$ cat src/rtl/mem_stage_hs_if.sv
// Data-memory bus between the MEM stage and data memory: a valid/ready request
// channel plus a response-valid channel carrying read data or a write acknowledge.
interface mem_stage_hs_if #(
    parameter int XLEN    = 32,
    parameter int WSTRB_W = XLEN / 8
);
    logic               mem_req_valid;
    logic               mem_req_ready;
    logic [XLEN-1:0]    mem_addr;
    logic               mem_we;
    logic [XLEN-1:0]    mem_wdata;
    logic [WSTRB_W-1:0] mem_wstrb;
    logic               mem_rsp_valid;
    logic [XLEN-1:0]    mem_rdata;

    modport master (
        output mem_req_valid, mem_addr, mem_we, mem_wdata, mem_wstrb,
        input  mem_req_ready, mem_rsp_valid, mem_rdata
    );

    modport slave (
        input  mem_req_valid, mem_addr, mem_we, mem_wdata, mem_wstrb,
        output mem_req_ready, mem_rsp_valid, mem_rdata
    );
endinterface

$ cat src/rtl/mem_stage_hs.sv
// MEM pipeline stage with a handshaked, variable-latency data-memory port; stalls
// upstream while an access is in flight. Define MEM_MISALIGN_TRAP_EN to flag misaligned accesses.
module mem_stage_hs #(
    parameter int          XLEN     = 32,
    parameter int          WSTRB_W  = XLEN / 8,
    parameter logic [31:0] NOP_INSN = 32'h0000_0013
) (
    input  logic              clk,
    input  logic              rst,
    input  logic              ex_valid,
    input  logic [31:0]       instruction,
    input  logic [XLEN-1:0]   instruction_address,
    input  logic [XLEN-1:0]   alu_result,
    input  logic [XLEN-1:0]   reg2_data,
    input  logic              memory_read_enable,
    input  logic              memory_write_enable,
    input  logic              reg_write_enable,
    input  logic [4:0]        reg_write_address,
    output logic              stall,
    mem_stage_hs_if.master    mem,
    output logic              wb_valid,
    output logic [XLEN-1:0]   wb_data,
    output logic [31:0]       wb_instruction,
    output logic [XLEN-1:0]   wb_instruction_address,
    output logic              wb_reg_write_enable,
    output logic [4:0]        wb_reg_write_address,
    output logic              wb_misaligned
);
    localparam int OFF_W = $clog2(WSTRB_W);

    typedef enum logic [1:0] {IDLE, REQ, WAIT} state_t;
    state_t state_q, state_d;

    logic [2:0]      funct3;
    logic            is_mem, f3_legal, trap, mem_go, in_idle;
    logic [XLEN-1:0] size_lo, addr_aligned;
    logic            req_valid, wb_take_mem;

    logic [XLEN-1:0]    hold_addr_p0, hold_alu_p0, hold_wdata_p0, hold_pc_p0;
    logic [WSTRB_W-1:0] hold_wstrb_p0;
    logic [2:0]         hold_f3_p0;
    logic               hold_we_p0, hold_rwe_p0;
    logic [4:0]         hold_rd_p0;
    logic [31:0]        hold_insn_p0;

    function automatic logic [XLEN-1:0] store_lanes(input logic [XLEN-1:0] d,
                                                    input logic [1:0] sz,
                                                    input logic [OFF_W-1:0] off);
        logic [63:0] d64;
        d64 = 64'(d);
        case (sz)
            2'd0:    d64 = {56'd0, d64[7:0]};
            2'd1:    d64 = {48'd0, d64[15:0]};
            2'd2:    d64 = {32'd0, d64[31:0]};
            default: d64 = d64;
        endcase
        d64 = d64 << {off, 3'b000};
        return d64[XLEN-1:0];
    endfunction

    function automatic logic [WSTRB_W-1:0] store_strobe(input logic [1:0] sz,
                                                        input logic [OFF_W-1:0] off);
        logic [7:0] s;
        case (sz)
            2'd0:    s = 8'h01;
            2'd1:    s = 8'h03;
            2'd2:    s = 8'h0F;
            default: s = 8'hFF;
        endcase
        s = s << off;
        return s[WSTRB_W-1:0];
    endfunction

    function automatic logic [XLEN-1:0] load_extract(input logic [XLEN-1:0] rdata,
                                                     input logic [2:0] f3,
                                                     input logic [OFF_W-1:0] off);
        logic [63:0]        r64;
        logic signed [7:0]  b;
        logic signed [15:0] h;
        logic signed [31:0] w;
        logic signed [63:0] x;
        r64 = 64'(rdata) >> {off, 3'b000};
        b   = r64[7:0];
        h   = r64[15:0];
        w   = r64[31:0];
        case (f3)
            3'b000:  x = 64'(b);
            3'b100:  x = {56'd0, r64[7:0]};
            3'b001:  x = 64'(h);
            3'b101:  x = {48'd0, r64[15:0]};
            3'b010:  x = 64'(w);
            3'b110:  x = {32'd0, r64[31:0]};
            default: x = r64;
        endcase
        return x[XLEN-1:0];
    endfunction

    assign funct3   = instruction[14:12];
    assign is_mem   = memory_read_enable | memory_write_enable;
    assign f3_legal = (funct3 != 3'b111) &&
                      ((XLEN == 64) || ((funct3 != 3'b011) && (funct3 != 3'b110)));
    assign in_idle  = (state_q == IDLE);

    always_comb begin
        case (funct3[1:0])
            2'd0:    size_lo = '0;
            2'd1:    size_lo = XLEN'(1);
            2'd2:    size_lo = XLEN'(3);
            default: size_lo = XLEN'(7);
        endcase
    end

    // Without the trap, misaligned low bits are simply dropped for the access size.
    assign addr_aligned = alu_result & ~size_lo;

`ifdef MEM_MISALIGN_TRAP_EN
    assign trap = is_mem && f3_legal && (|(alu_result[2:0] & size_lo[2:0]));
`else
    assign trap = 1'b0;
`endif

    assign mem_go = ex_valid && is_mem && f3_legal && !trap;

    always_ff @(posedge clk) begin
        if (rst) state_q <= IDLE;
        else     state_q <= state_d;
    end

    always_comb begin
        state_d     = state_q;
        stall       = 1'b0;
        req_valid   = 1'b0;
        wb_take_mem = 1'b0;
        case (state_q)
            IDLE: begin
                if (mem_go) begin
                    stall   = 1'b1;
                    state_d = REQ;
                end
            end
            REQ: begin
                stall     = 1'b1;
                req_valid = 1'b1;
                if (mem.mem_req_ready) state_d = WAIT;
            end
            WAIT: begin
                if (mem.mem_rsp_valid) begin
                    wb_take_mem = 1'b1;
                    state_d     = IDLE;
                end else begin
                    stall = 1'b1;
                end
            end
            default: state_d = IDLE;
        endcase
    end

    // Stage p0: hold registers that keep the request stable across the handshake.
    always_ff @(posedge clk) begin
        if (in_idle && mem_go) begin
            hold_addr_p0  <= addr_aligned;
            hold_alu_p0   <= alu_result;
            hold_we_p0    <= ~memory_read_enable;
            hold_wdata_p0 <= store_lanes(reg2_data, funct3[1:0], addr_aligned[OFF_W-1:0]);
            hold_wstrb_p0 <= memory_read_enable ? '0
                           : store_strobe(funct3[1:0], addr_aligned[OFF_W-1:0]);
            hold_f3_p0    <= funct3;
            hold_rwe_p0   <= reg_write_enable;
            hold_rd_p0    <= reg_write_address;
            hold_pc_p0    <= instruction_address;
            hold_insn_p0  <= instruction;
        end
    end

    assign mem.mem_req_valid = req_valid;
    assign mem.mem_addr      = {hold_addr_p0[XLEN-1:OFF_W], {OFF_W{1'b0}}};
    assign mem.mem_we        = hold_we_p0;
    assign mem.mem_wdata     = hold_wdata_p0;
    assign mem.mem_wstrb     = hold_wstrb_p0;

    // Stage p1: MEM/WB boundary registers.
    always_ff @(posedge clk) begin
        if (rst) begin
            wb_valid               <= 1'b0;
            wb_data                <= '0;
            wb_instruction         <= NOP_INSN;
            wb_instruction_address <= '0;
            wb_reg_write_enable    <= 1'b0;
            wb_reg_write_address   <= '0;
        end else if (wb_take_mem) begin
            wb_valid               <= 1'b1;
            wb_data                <= hold_we_p0 ? hold_alu_p0
                                    : load_extract(mem.mem_rdata, hold_f3_p0, hold_addr_p0[OFF_W-1:0]);
            wb_instruction         <= hold_insn_p0;
            wb_instruction_address <= hold_pc_p0;
            wb_reg_write_enable    <= hold_rwe_p0 & ~hold_we_p0;
            wb_reg_write_address   <= hold_rd_p0;
        end else if (in_idle && ex_valid && !mem_go) begin
            wb_valid               <= 1'b1;
            wb_instruction         <= instruction;
            wb_instruction_address <= instruction_address;
            wb_reg_write_address   <= reg_write_address;
            if (is_mem && !f3_legal) begin
                wb_data             <= '0;
                wb_reg_write_enable <= 1'b0;
            end else begin
                wb_data             <= alu_result;
                wb_reg_write_enable <= reg_write_enable & ~trap;
            end
        end else begin
            wb_valid            <= 1'b0;
            wb_reg_write_enable <= 1'b0;
            wb_instruction      <= NOP_INSN;
        end
    end

`ifdef MEM_MISALIGN_TRAP_EN
    always_ff @(posedge clk) begin
        if (rst) wb_misaligned <= 1'b0;
        else     wb_misaligned <= in_idle && ex_valid && trap;
    end
`else
    assign wb_misaligned = 1'b0;
`endif

endmodule

$ cat src/flat_wrapper.sv
// flat-port wrapper written by rule: the top's interface ports become plain ports
module mem_stage_hs_flat 
#(
    parameter int          XLEN     = 32,
    parameter int          WSTRB_W  = XLEN / 8,
    parameter logic [31:0] NOP_INSN = 32'h0000_0013
)
  (clk, rst, ex_valid, instruction, instruction_address, alu_result, reg2_data, memory_read_enable, memory_write_enable, reg_write_enable, reg_write_address, stall, wb_valid, wb_data, wb_instruction, wb_instruction_address, wb_reg_write_enable, wb_reg_write_address, wb_misaligned, mem_mem_req_valid, mem_mem_addr, mem_mem_we, mem_mem_wdata, mem_mem_wstrb, mem_mem_req_ready, mem_mem_rsp_valid, mem_mem_rdata);
  mem_stage_hs_if #(.XLEN(XLEN), .WSTRB_W(WSTRB_W)) mem_i ();
  input  logic clk;
  input  logic rst;
  input  logic ex_valid;
  input  logic [31:0] instruction;
  input  logic [XLEN-1:0] instruction_address;
  input  logic [XLEN-1:0] alu_result;
  input  logic [XLEN-1:0] reg2_data;
  input  logic memory_read_enable;
  input  logic memory_write_enable;
  input  logic reg_write_enable;
  input  logic [4:0] reg_write_address;
  output logic stall;
  output logic wb_valid;
  output logic [XLEN-1:0] wb_data;
  output logic [31:0] wb_instruction;
  output logic [XLEN-1:0] wb_instruction_address;
  output logic wb_reg_write_enable;
  output logic [4:0] wb_reg_write_address;
  output logic wb_misaligned;
  output wire logic [$bits(mem_i.mem_req_valid)-1:0] mem_mem_req_valid;
  output wire logic [$bits(mem_i.mem_addr)-1:0] mem_mem_addr;
  output wire logic [$bits(mem_i.mem_we)-1:0] mem_mem_we;
  output wire logic [$bits(mem_i.mem_wdata)-1:0] mem_mem_wdata;
  output wire logic [$bits(mem_i.mem_wstrb)-1:0] mem_mem_wstrb;
  input wire logic [$bits(mem_i.mem_req_ready)-1:0] mem_mem_req_ready;
  input wire logic [$bits(mem_i.mem_rsp_valid)-1:0] mem_mem_rsp_valid;
  input wire logic [$bits(mem_i.mem_rdata)-1:0] mem_mem_rdata;
  assign mem_mem_req_valid = mem_i.mem_req_valid;
  assign mem_mem_addr = mem_i.mem_addr;
  assign mem_mem_we = mem_i.mem_we;
  assign mem_mem_wdata = mem_i.mem_wdata;
  assign mem_mem_wstrb = mem_i.mem_wstrb;
  assign mem_i.mem_req_ready = mem_mem_req_ready;
  assign mem_i.mem_rsp_valid = mem_mem_rsp_valid;
  assign mem_i.mem_rdata = mem_mem_rdata;
  mem_stage_hs #(.XLEN(XLEN), .WSTRB_W(WSTRB_W), .NOP_INSN(NOP_INSN)) u_core (.clk(clk), .rst(rst), .ex_valid(ex_valid), .instruction(instruction), .instruction_address(instruction_address), .alu_result(alu_result), .reg2_data(reg2_data), .memory_read_enable(memory_read_enable), .memory_write_enable(memory_write_enable), .reg_write_enable(reg_write_enable), .reg_write_address(reg_write_address), .stall(stall), .mem(mem_i), .wb_valid(wb_valid), .wb_data(wb_data), .wb_instruction(wb_instruction), .wb_instruction_address(wb_instruction_address), .wb_reg_write_enable(wb_reg_write_enable), .wb_reg_write_address(wb_reg_write_address), .wb_misaligned(wb_misaligned));
endmodule
$ cat config.mk
export PLATFORM = sky130hd
export DESIGN_NAME = mem_stage_hs_flat
export DESIGN_NICKNAME = d
export VERILOG_FILES = /design/src/rtl/mem_stage_hs_if.sv /design/src/rtl/mem_stage_hs.sv /design/src/flat_wrapper.sv
export SDC_FILE = /design/constraint.sdc
export NUM_CORES = 1
export LEC_CHECK = 0
export ABC_AREA = 1
export CAP_MARGIN = 20
export CORE_ASPECT_RATIO = 0.9
export CORE_MARGIN = 1
export CORE_UTILIZATION = 60
export DETAILED_ROUTE_END_ITERATION = 16
export DONT_BUFFER_PORTS = 1
export PLACE_DENSITY = 0.77
export SLEW_MARGIN = 15
export SYNTH_ARGS = -nofsm -noshare
export SYNTH_HDL_FRONTEND = slang
export SYNTH_SLANG_ARGS = --single-unit
$ cat constraint.sdc
create_clock -name clk -period 11.8 [get_ports clk]
set_input_delay 1.77 -clock clk [delete_from_list [all_inputs] [get_ports clk]]
set_output_delay 1.77 -clock clk [all_outputs]
set_load 0.005 [all_outputs]
### After elaboration in Yosys (flattened, before gate mapping)

Cells that the tools add are included.

| storage, ports and cells | value |
|---|---|
| bits in registers | 279 |
| latch bits | 0 |
| RAM bits | 0 |
| ROM bits | 0 |
| input port bits | 173 |
| output and inout bits | 175 |
| word-level logic and storage cells | 87 |
| memories | 0 |

| cells by class | value |
|---|---|
| add/subtract/negate cells | 0 |
| $mul | 0 |
| div/mod/pow operators | 0 |
| magnitude comparators | 0 |
| eq/ne operators | 15 |
| shifts and indexed selects | 3 |
| mux-type cells | 31 |
| bitwise operators | 6 |
| reductions and logical operators | 15 |

Operators with widths:

| kind | count |
|---|---|
| $mux 32 | 8 |
| $pmux 32 s6 | 1 |
| $mux 64 | 1 |
| $pmux 32 s2 | 1 |
| $shl 64x5->32 | 1 |
| $and 32x32->32 | 1 |
| $not 3->32 | 1 |
| $shr 32x5->32 | 1 |
| $pmux 8 s3 | 1 |
| $mux 1 | 10 |
| $mux 5 | 2 |
| $eq 3x3->1 const B | 3 |
| $pmux 3 s3 | 1 |
| $logic_and 1x1->1 | 8 |
| $mux 8 | 1 |
| $shl 8x2->4 | 1 |
| $mux 2 | 3 |
| $ne 3x3->1 const B | 2 |
| $pmux 2 s3 | 1 |
| $eq 2x1->1 const B | 2 |
| $eq 2x2->1 const B | 2 |
| $logic_not 2->1 | 2 |
| $ne 2x2->1 const B | 2 |
| $eq 3x1->1 const B | 1 |
| other kinds (11) | 13 |

### Depth between registers and ports, before layout

Gate-level depths: netlist (run 1).

| logic depth | value |
|---|---|
| depth in word-level cells | 8 |
| mapped depth | 11 |
| depth with buffers taken out | 9 |

### Worst setup path before layout (run 1)

No wires, ideal clock.

| timing path | value |
|---|---|
| kind | input port to output port |
| from | input port instruction[14] |
| to | output port stall |
| data arrival time | 8566 ps |
| required time | 10030 ps |
| setup slack | 1464 ps |
| stages on the path | 7 |
| path buffers | 0 |
| cell sequence | nand2_1 -> nand2_1 -> inv_2 -> nand3_2 -> nor2_1 -> inv_1 -> nand2_1 |

| on the way | value |
|---|---|
| word-level cells in the longest chain between the ends | 6 |
| elaborated cells between the ends (all ways) | 8 |
| classes of those cells | 3 x eq/ne; 2 x mux; 3 x reduce/logical |

Ends and longest elaborated chain:

| what | RTL line | text |
|---|---|---|
| from (decl) | flat_wrapper.sv:13 | `input logic [31:0] instruction;` |
| $ne 3x2->1 / $ne 3x3->1 (equally long branches) | mem_stage_hs.sv:101 | `((XLEN == 64) \|\| ((funct3 != 3'b011) && (funct3 != 3'b110)));` |
| $logic_and 1x1->1 | mem_stage_hs.sv:101 |  |
| $logic_and 1x1->1 * | mem_stage_hs.sv:100 | `assign f3_legal = (funct3 != 3'b111) &&` |
| $logic_and 1x1->1 * | mem_stage_hs.sv:122 | `assign mem_go = ex_valid && is_mem && f3_legal && !trap;` |
| $mux 1 * | mem_stage_hs.sv:136 | `if (mem_go) begin` |
| $pmux 1 s3 * | mem_stage_hs.sv:134 | `case (state_q)` |
| to (decl) | flat_wrapper.sv:21 | `output logic stall;` |

Every way passes the cells marked *; elsewhere a longest branch is shown, timed or not.

### Worst setup path in the final report (run 1)

| timing path | value |
|---|---|
| from | input port instruction[14] |
| to | register u_core.wb_instruction_address[14] |

| on the way | value |
|---|---|
| word-level cells in the longest chain between the ends | 7 |
| elaborated cells between the ends (all ways) | 9 |
| classes of those cells | 3 x eq/ne; 6 x reduce/logical |

Ends and longest elaborated chain:

| what | RTL line | text |
|---|---|---|
| $ne 3x2->1 / $ne 3x3->1 (equally long branches) | mem_stage_hs.sv:101 |  |
| $logic_and 1x1->1 | mem_stage_hs.sv:101 |  |
| $logic_and 1x1->1 * | mem_stage_hs.sv:100 |  |
| $logic_and 1x1->1 * | mem_stage_hs.sv:122 |  |
| $logic_not 1->1 * | mem_stage_hs.sv:198 | `end else if (in_idle && ex_valid && !mem_go) begin` |
| $logic_and 1x1->1 * | mem_stage_hs.sv:198 |  |
| $reduce_bool 2->1 (no source line) * | n/a |  |
| to (signal assigned) | mem_stage_hs.sv:195 | `wb_instruction_address <= hold_pc_p0;` |
| to (signal assigned) | mem_stage_hs.sv:201 | `wb_instruction_address <= instruction_address;` |
| to (decl) | mem_stage_hs.sv:24 | `output logic [XLEN-1:0] wb_instruction_address,` |

Marks and branches as above.
A chain may end at the register's enable or synchronous reset.

==> impl_summary.txt, run 1 <==
----------------------------------------------------
[Floorplan]
  Die Height ... 130.0 um
  Die outline area ... 0.01874 mm2
  Count of pins on the block boundary ... 348
  Floorplan Core Area ... 0.01773 mm2
  Die W ... 144.2 um
  Row count ... 46
  Starting density of the core ... 0.6158

[Run]
  Total of max-cap violations ... 0

[Critical path]
  Flop2flop setup slack ... 8.64 ns
  Cell depth of the worst flop-to-flop path ... 8
  Reg-to-reg critical path startpoint ... u_core.state_q[1]
  Req. time, crit path ... 12.24 ns
  Path type of the worst setup path ... in -> reg
  Maximum fanout encountered on the critical timing path ... 53
  Worst setup path start ... instruction[14]
  Type of element capturing the critical path ... flip-flop
  Crit path arrival time ... between 5 and 6 ns
  Reg-to-reg endpoint ... u_core.wb_instruction_address[14]
  Capturing element of the worst setup path ... u_core.wb_instruction_address[14]
  Startpoint type of the worst setup path ... primary input

[Power]
  Largest voltage drop on the vdd net ... 0.1439 mV
  Design Power ... 0.001965 W
  Leakage Power ... 4.805 nW
  Areal power density over the cells ... 170.0 mW/mm2

[Synthesis]
  Netlist area before placement ... 0.01092 mm2
  Average cell area after synthesis ... 8.561 um2
  Synthesis warning total ... 0
  Number of storage elements in the synthesis netlist ... 247
  Distinct cell type count of the synthesized netlist ... 27
  Number of standard cells after synthesis ... 1275
  Proportion of synthesized chip area in sequential cells ... 0.5832

[Finish]
  Total number of nets in the final design ... 1374
  Share of the core filled with cells ... 0.6518
  Commonest cells after routing, fill and taps aside ... 316 x sky130_fd_sc_hd__nand2_1, 224 x sky130_fd_sc_hd__nor2_1, 142 x sky130_fd_sc_hd__edfxtp_1
  Most common library cell in the layout ignoring fill and taps ... sky130_fd_sc_hd__nand2_1
  Share of final-layout standard cells stronger than drive strength 1 ... 0.05738
  Fill cells ... 1493
  Ant. Diodes ... 0
  Area growth from synthesis to layout ... 5.857%

[STA]
  PnR worst setup slack ... 6.986 ns
  Final worst hold slack ... approximately 0.46 ns
  Number of setup violations in the final report ... 0
  Transition time at the pin with the least slew margin ... approximately 1.1 ns
  Fin crit period ... 4.814 ns
  Share of the clock period used by the worst path after layout ... 0.4079
  Final hold violation count ... 0
  Worst slew margin relative to its limit ... 0.2615
  Max Clock Skew ... 0.01007 ns
  Max Freq ... 0.2077 GHz
  Setup_tns ... 0 ns
  Final slew viol count ... 0
  RSZ-0062 raised after global routing ... no

[Drt]
  Per-cell routed wire length ... about 19 um
  Routed metal-1 wirelength ... roughly 11 mm
  Drt pass-1 iters ... 5
  Top routing layer in use ... met4
  Total vias in the final route ... 8317
  Met3 layer wire length in the routed design ... 3.316 mm
  Final Routed Wirelength ... around 28 mm
  DRC marker count from the first detailed-route iteration ... approximately 720
  Detailed-route vias per instance ... 5.697
  Count of unresolved DRC violations after routing ... 0
  Routed wl met2 ... 12.64 mm
  Final antenna-violating net count ... 0

[Clock network]
  Root buffer selected by CTS ... sky130_fd_sc_hd__clkbuf_16
  Hold-fix buffer count after cts ... 0
  Clock Sink Count ... 247
  Post-CTS setup buffer count ... 0
  Clock tree from TritonCTS ... done
  Count of cells resized by post-cts repair ... 0
  Number of buffers added by the clock tree synthesis step ... 25
  Clock insertion delay at the later pin of the skew report ... 0.52 ns
  Clock Path Buffers ... 3
  H-tree level count ... 1
  Clock transition at the register clock pins on the worst setup and hold paths after CTS ... 0.06 ns

[Placed design]
  Placed wire-length estimate after detailed placement ... ~18 mm
  Placer Congestion ... about 0.89
  Number of buffer cells added on primary ports ... 0
  Post-placement worst setup slack ... 6.451 ns

[GRT]
  Maximum number of pins on one net before global-route repair ... ~120
  Initial antenna violation count ... 0
  Global-route congestion overflow total ... 0
  Via count of the first global-routing pass ... 7624
  Global-route wire length before repair ... 40.87 mm
  Global routing usage summed across all routing layers ... 0.2816

[Status]
  Status ... completed

[Hold path]
  Class of the tightest hold or removal check ... reg -> reg

----------------------------------------------------
[stage by stage]
| step | instances | area [um2] |
|---|---|---|
| 6_report | 1460 | 11550 |
| 4_1_cts | 1459 | 11530 |
| 3_3_place_gp | 1413 | 10680 |
| 5_1_grt | 1460 | 11550 |
| 3_5_place_dp | 1413 | 10680 |
| 2_1_floorplan | 1277 | 10920 |
[cells by family after synthesis]
family / Yosys count / synth area share
compound gates: 184 / 0.08815
buf+inv: 189 / 0.08368
flops: 247 / 0.5832
other cells: 1 / 0.0003435
simple gates: 654 / 0.2446
[state kept, by name (all words and copies together) (netlist names)]
signal	cells
u_core.mem.mem_wdata	32
u_core.mem.mem_wstrb	4
u_core.wb_reg_write_enable	1
u_core.wb_data	32
u_core.hold_pc_p0	32
u_core.wb_reg_write_address	5
u_core.hold_alu_p0	32
u_core.state_q	2
u_core.hold_rwe_p0	1
u_core.hold_rd_p0	5
u_core.mem.mem_we	1
u_core.hold_addr_p0	3
u_core.wb_instruction_address	32
u_core.wb_instruction	32
u_core.wb_valid	1
u_core.hold_insn_p0	32
[cell usage after synthesis (all sizes together)]
library cell | n | area, um2
buf | 77 | 491.7
a211oi | 1 | 7.510
nand4 | 1 | 6.260
a32o | 7 | 70.07
inv | 76 | 285.3
a32oi | 1 | 8.760
nor2 | 229 | 864.6
clkinv | 1 | 3.750
nand3 | 69 | 355.3
conb | 1 | 3.750
dfxtp | 105 | 2102
edfxtp | 142 | 4264
nand3b | 24 | 180.2
nand2 | 320 | 1209
o21ai | 104 | 520.5
nor3 | 11 | 55.05
clkbuf | 35 | 132.6
a21oi | 71 | 355.3
[routing by layer]
metal / global-route usage / up-vias
met1: 0.3545 / 3837
met3: 0.1009 / 71
met4: 0.1201 / 0
met2: 0.4402 / 433
li1: - / 3976
met5: 0 / -
[how the worst min path moves through the flow]
stage	depth (start not counted)	from	endpoint
global placement	2	u_core.hold_insn_p0[4]	u_core.wb_instruction[4]
global route	2	u_core.hold_insn_p0[4]	u_core.wb_instruction[4]
floorplan	2	u_core.hold_insn_p0[0]	u_core.wb_instruction[0]
finish	2	u_core.hold_insn_p0[4]	u_core.wb_instruction[4]
CTS	2	u_core.hold_insn_p0[4]	u_core.wb_instruction[4]
detailed placement	2	u_core.hold_insn_p0[4]	u_core.wb_instruction[4]
[where the power goes]
part | internal (W) | total (W) | switching (W)
Combinational | 0.0000495 | 0.000158 | 0.000108
Clock | 0.000464 | 0.000795 | 0.000331
Sequential | 0.000974 | 0.00101 | 0.0000381
Total | 0.00149 | 0.00196 | 0.000477
[layout make-up]
cell class	instances	area [um2]	share of cell area
multi-input cells	841	3664	0.3171
repair buffers	9	87.58	0.007580
inverters	77	289.0	0.02501
well taps	240	300.3	0.02599
flip-flops and latches	247	6366	0.5509
clock inverters	9	63.81	0.005522
clock buffers	37	784.5	0.06789
[critical path, cell delays in order]
cell and delay [ns]:
sky130_fd_sc_hd__nand2_1 0.05, sky130_fd_sc_hd__nand2_1 0.08, sky130_fd_sc_hd__inv_2 0.06, sky130_fd_sc_hd__nand3_2 0.52
sky130_fd_sc_hd__nand2_2 0.93, sky130_fd_sc_hd__nand2_2 0.74, sky130_fd_sc_hd__inv_2 0.80, sky130_fd_sc_hd__nor2_1 0.11
sky130_fd_sc_hd__nor2_1 0.17
Power figures use the tool's default switching activity.
==> inputs of run 2 (changes only) <==
- CORE_UTILIZATION: 60 -> 57
- PLACE_DENSITY: 0.77 -> 0.76
- clock period: 11.8 -> 3.9 ns (I/O delays scaled with it)
==> run 2 against run 1 <==
  * Clock power grew to 3.0 times the previous value
  * Non-clock buffer count grew 3
  * Core utilization shrank 2.9 points
  * Die area grew 5.2%
  * Sequential cell count is the same
==> impl_summary.txt, run 2 (synthesis results as in run 1) <==
----------------------------------------------------
[STA]
  Max Clock Skew ... 0.01717 ns (+0.007101 ns)
  Final hold violation count ... 0 (unchanged)
  Setup_tns ... 0 ns (unchanged)
  Fin crit period ... 2.544 ns
  Final slew viol count ... 0 (unchanged)
  Worst slew margin relative to its limit ... 0.3541 (+0.09261)
  RSZ-0062 raised after global routing ... no
  Max Freq ... 0.3931 GHz
  Share of the clock period used by the worst path after layout ... 0.6523
  Number of setup violations in the final report ... 0 (unchanged)
  Final worst hold slack ... 0.1188 ns (-0.3393 ns)
  Transition time at the pin with the least slew margin ... 0.9678 ns (-0.1400 ns)

[Drt]
  Total vias in the final route ... 8286 (-0.37%)
  Drt pass-1 iters ... 6 (+1)
  Final antenna-violating net count ... 0 (unchanged)
  Detailed-route vias per instance ... 5.637 (-1.1%)
  Per-cell routed wire length ... 19.67 um (+3.8%)
  Count of unresolved DRC violations after routing ... 0 (unchanged)
  DRC marker count from the first detailed-route iteration ... 760 (+5.0%)
  Final Routed Wirelength ... 28.92 mm (+4.5%)

[Floorplan]
  Row count ... 47 (+2.2%)
  Die outline area ... 0.01971 mm2 (+5.2%)
  Die Height ... 133.3 um (+2.6%)
  Starting density of the core ... 0.5874 (-0.02836)
  Die W ... 147.9 um (+2.6%)
  Floorplan Core Area ... 0.01858 mm2 (+4.8%)
  Count of pins on the block boundary ... 348 (unchanged)

[Placed design]
  Placed wire-length estimate after detailed placement ... 19.08 mm (+3.8%)
  Cell area after placement ... 0.01074 mm2 (+0.55%)
  Placer Congestion ... 0.9439 (+5.8%)
  Number of buffer cells added on primary ports ... 0 (unchanged)

[GRT]
  Maximum number of pins on one net before global-route repair ... 118 (-2.5%)
  Global-route congestion overflow total ... 0 (unchanged)
  Via count of the first global-routing pass ... 7566 (-0.76%)
  Global-route wire length before repair ... 43.43 mm (+6.3%)
  Initial antenna violation count ... 0 (unchanged)
  Global routing usage summed across all routing layers ... 0.2839 (+0.002322)

[Finish]
  Ant. Diodes ... 0 (unchanged)
  Fill cells ... 1570 (+5.2%)
  Total number of nets in the final design ... 1378 (+0.29%)
  Most common library cell in the layout ignoring fill and taps ... sky130_fd_sc_hd__nand2_1
  Post-route design area ... 0.01157 mm2 (+0.11%)
  Share of final-layout standard cells stronger than drive strength 1 ... 0.06041 (+0.003031)
  Commonest cells after routing, fill and taps aside ... 315 x sky130_fd_sc_hd__nand2_1, 224 x sky130_fd_sc_hd__nor2_1, 142 x sky130_fd_sc_hd__edfxtp_1
  Area growth from synthesis to layout ... 5.972%

[Clock network]
  Clock transition at the register clock pins on the worst setup and hold paths after CTS ... 0.06 ns (about the same)
  Clock tree from TritonCTS ... done
  Hold-fix buffer count after cts ... 0 (unchanged)
  Root buffer selected by CTS ... sky130_fd_sc_hd__clkbuf_16
  H-tree level count ... 1 (unchanged)
  Clock Path Buffers ... 3 (unchanged)
  Count of cells resized by post-cts repair ... 0 (unchanged)
  Clock Sink Count ... 247 (unchanged)
  Clock insertion delay at the later pin of the skew report ... 0.53 ns (about the same)
  Post-CTS setup buffer count ... 0 (unchanged)
  Number of buffers added by the clock tree synthesis step ... 26 (+4.0%)

[Critical path]
  Type of element capturing the critical path ... flip-flop
  Req. time, crit path ... 4.31 ns (-7.93 ns)
  Maximum fanout encountered on the critical timing path ... 28 (-47%)
  Startpoint type of the worst setup path ... flip-flop
  Path type of the worst setup path ... reg -> reg
  Crit path arrival time ... 2.95 ns (-2.30 ns)

[Power]
  Leakage Power ... 4.813 nW (+0.16%)
  Areal power density over the cells ... 512.2 mW/mm2 (+200%)
  Largest voltage drop on the vdd net ... 0.4473 mV (+210%)
  Design Power ... 0.005924 W (+200%)

[Hold path]
  Class of the tightest hold or removal check ... in -> reg

[Run]
  Total of max-cap violations ... 0 (unchanged)

[Status]
  Status ... completed

----------------------------------------------------
[run 2: stage by stage]
step           cells  worst slack [ns]  utilization
3_3_place_gp    1422             1.412       0.5778
3_5_place_dp    1422             1.401       0.5778
2_1_floorplan   1277          0.007419            -
6_report        1470             1.356       0.6225
5_1_grt         1470             1.145       0.6225
4_1_cts         1470             1.375       0.6223
[run 2: final cells by class]
type                       count  area, um2  area share
inverter                      77      289.0     0.02499
clock buffer                  35      735.7     0.06360
timing repair buffer          12      106.4    0.009194
multi-input combinational    841       3674      0.3176
clock inverter                13      90.09    0.007788
tap                          245      306.5     0.02650
sequential                   247       6366      0.5504
[run 2: path summary, 6_finish.rpt]
check                         startpoint                   endpoint  slack (ns)  depth (start not counted)
setup / recovery       u_core.mem.mem_we         u_core.wb_data[23]        1.36                          6
hold / removal                       rst  u_core.wb_instruction[25]        0.12                          1
setup reg to reg       u_core.mem.mem_we         u_core.wb_data[23]        1.36                          6
hold reg to reg   u_core.hold_insn_p0[1]   u_core.wb_instruction[1]        0.46                          2
[run 2: per-layer routing]
metal | global-route usage | wire length (um) | up-vias | part of all wire
li1 | - | - | 3977 | -
met2 | 0.4366 | 13140 | 413 | 0.45
met4 | 0.08877 | 924 | 0 | 0.032
met5 | 0 | 0 | - | 0
met1 | 0.3847 | 11800 | 3842 | 0.41
met3 | 0.08870 | 3052 | 54 | 0.11
[run 2: critical path: stages, from the launching register on]
cell and delay, ns:
sky130_fd_sc_hd__edfxtp_1 0.93, sky130_fd_sc_hd__inv_1 0.71, sky130_fd_sc_hd__buf_4 0.40, sky130_fd_sc_hd__nor2_1 0.13, sky130_fd_sc_hd__nor2_1 0.06, sky130_fd_sc_hd__nand2_1 0.11
sky130_fd_sc_hd__a21oi_1 0.06
[run 2: report_power, final]
part	internal, W	switching, W
sequential	0.00295	0.000116
clock	0.00134	0.00103
combinational	0.000154	0.000337
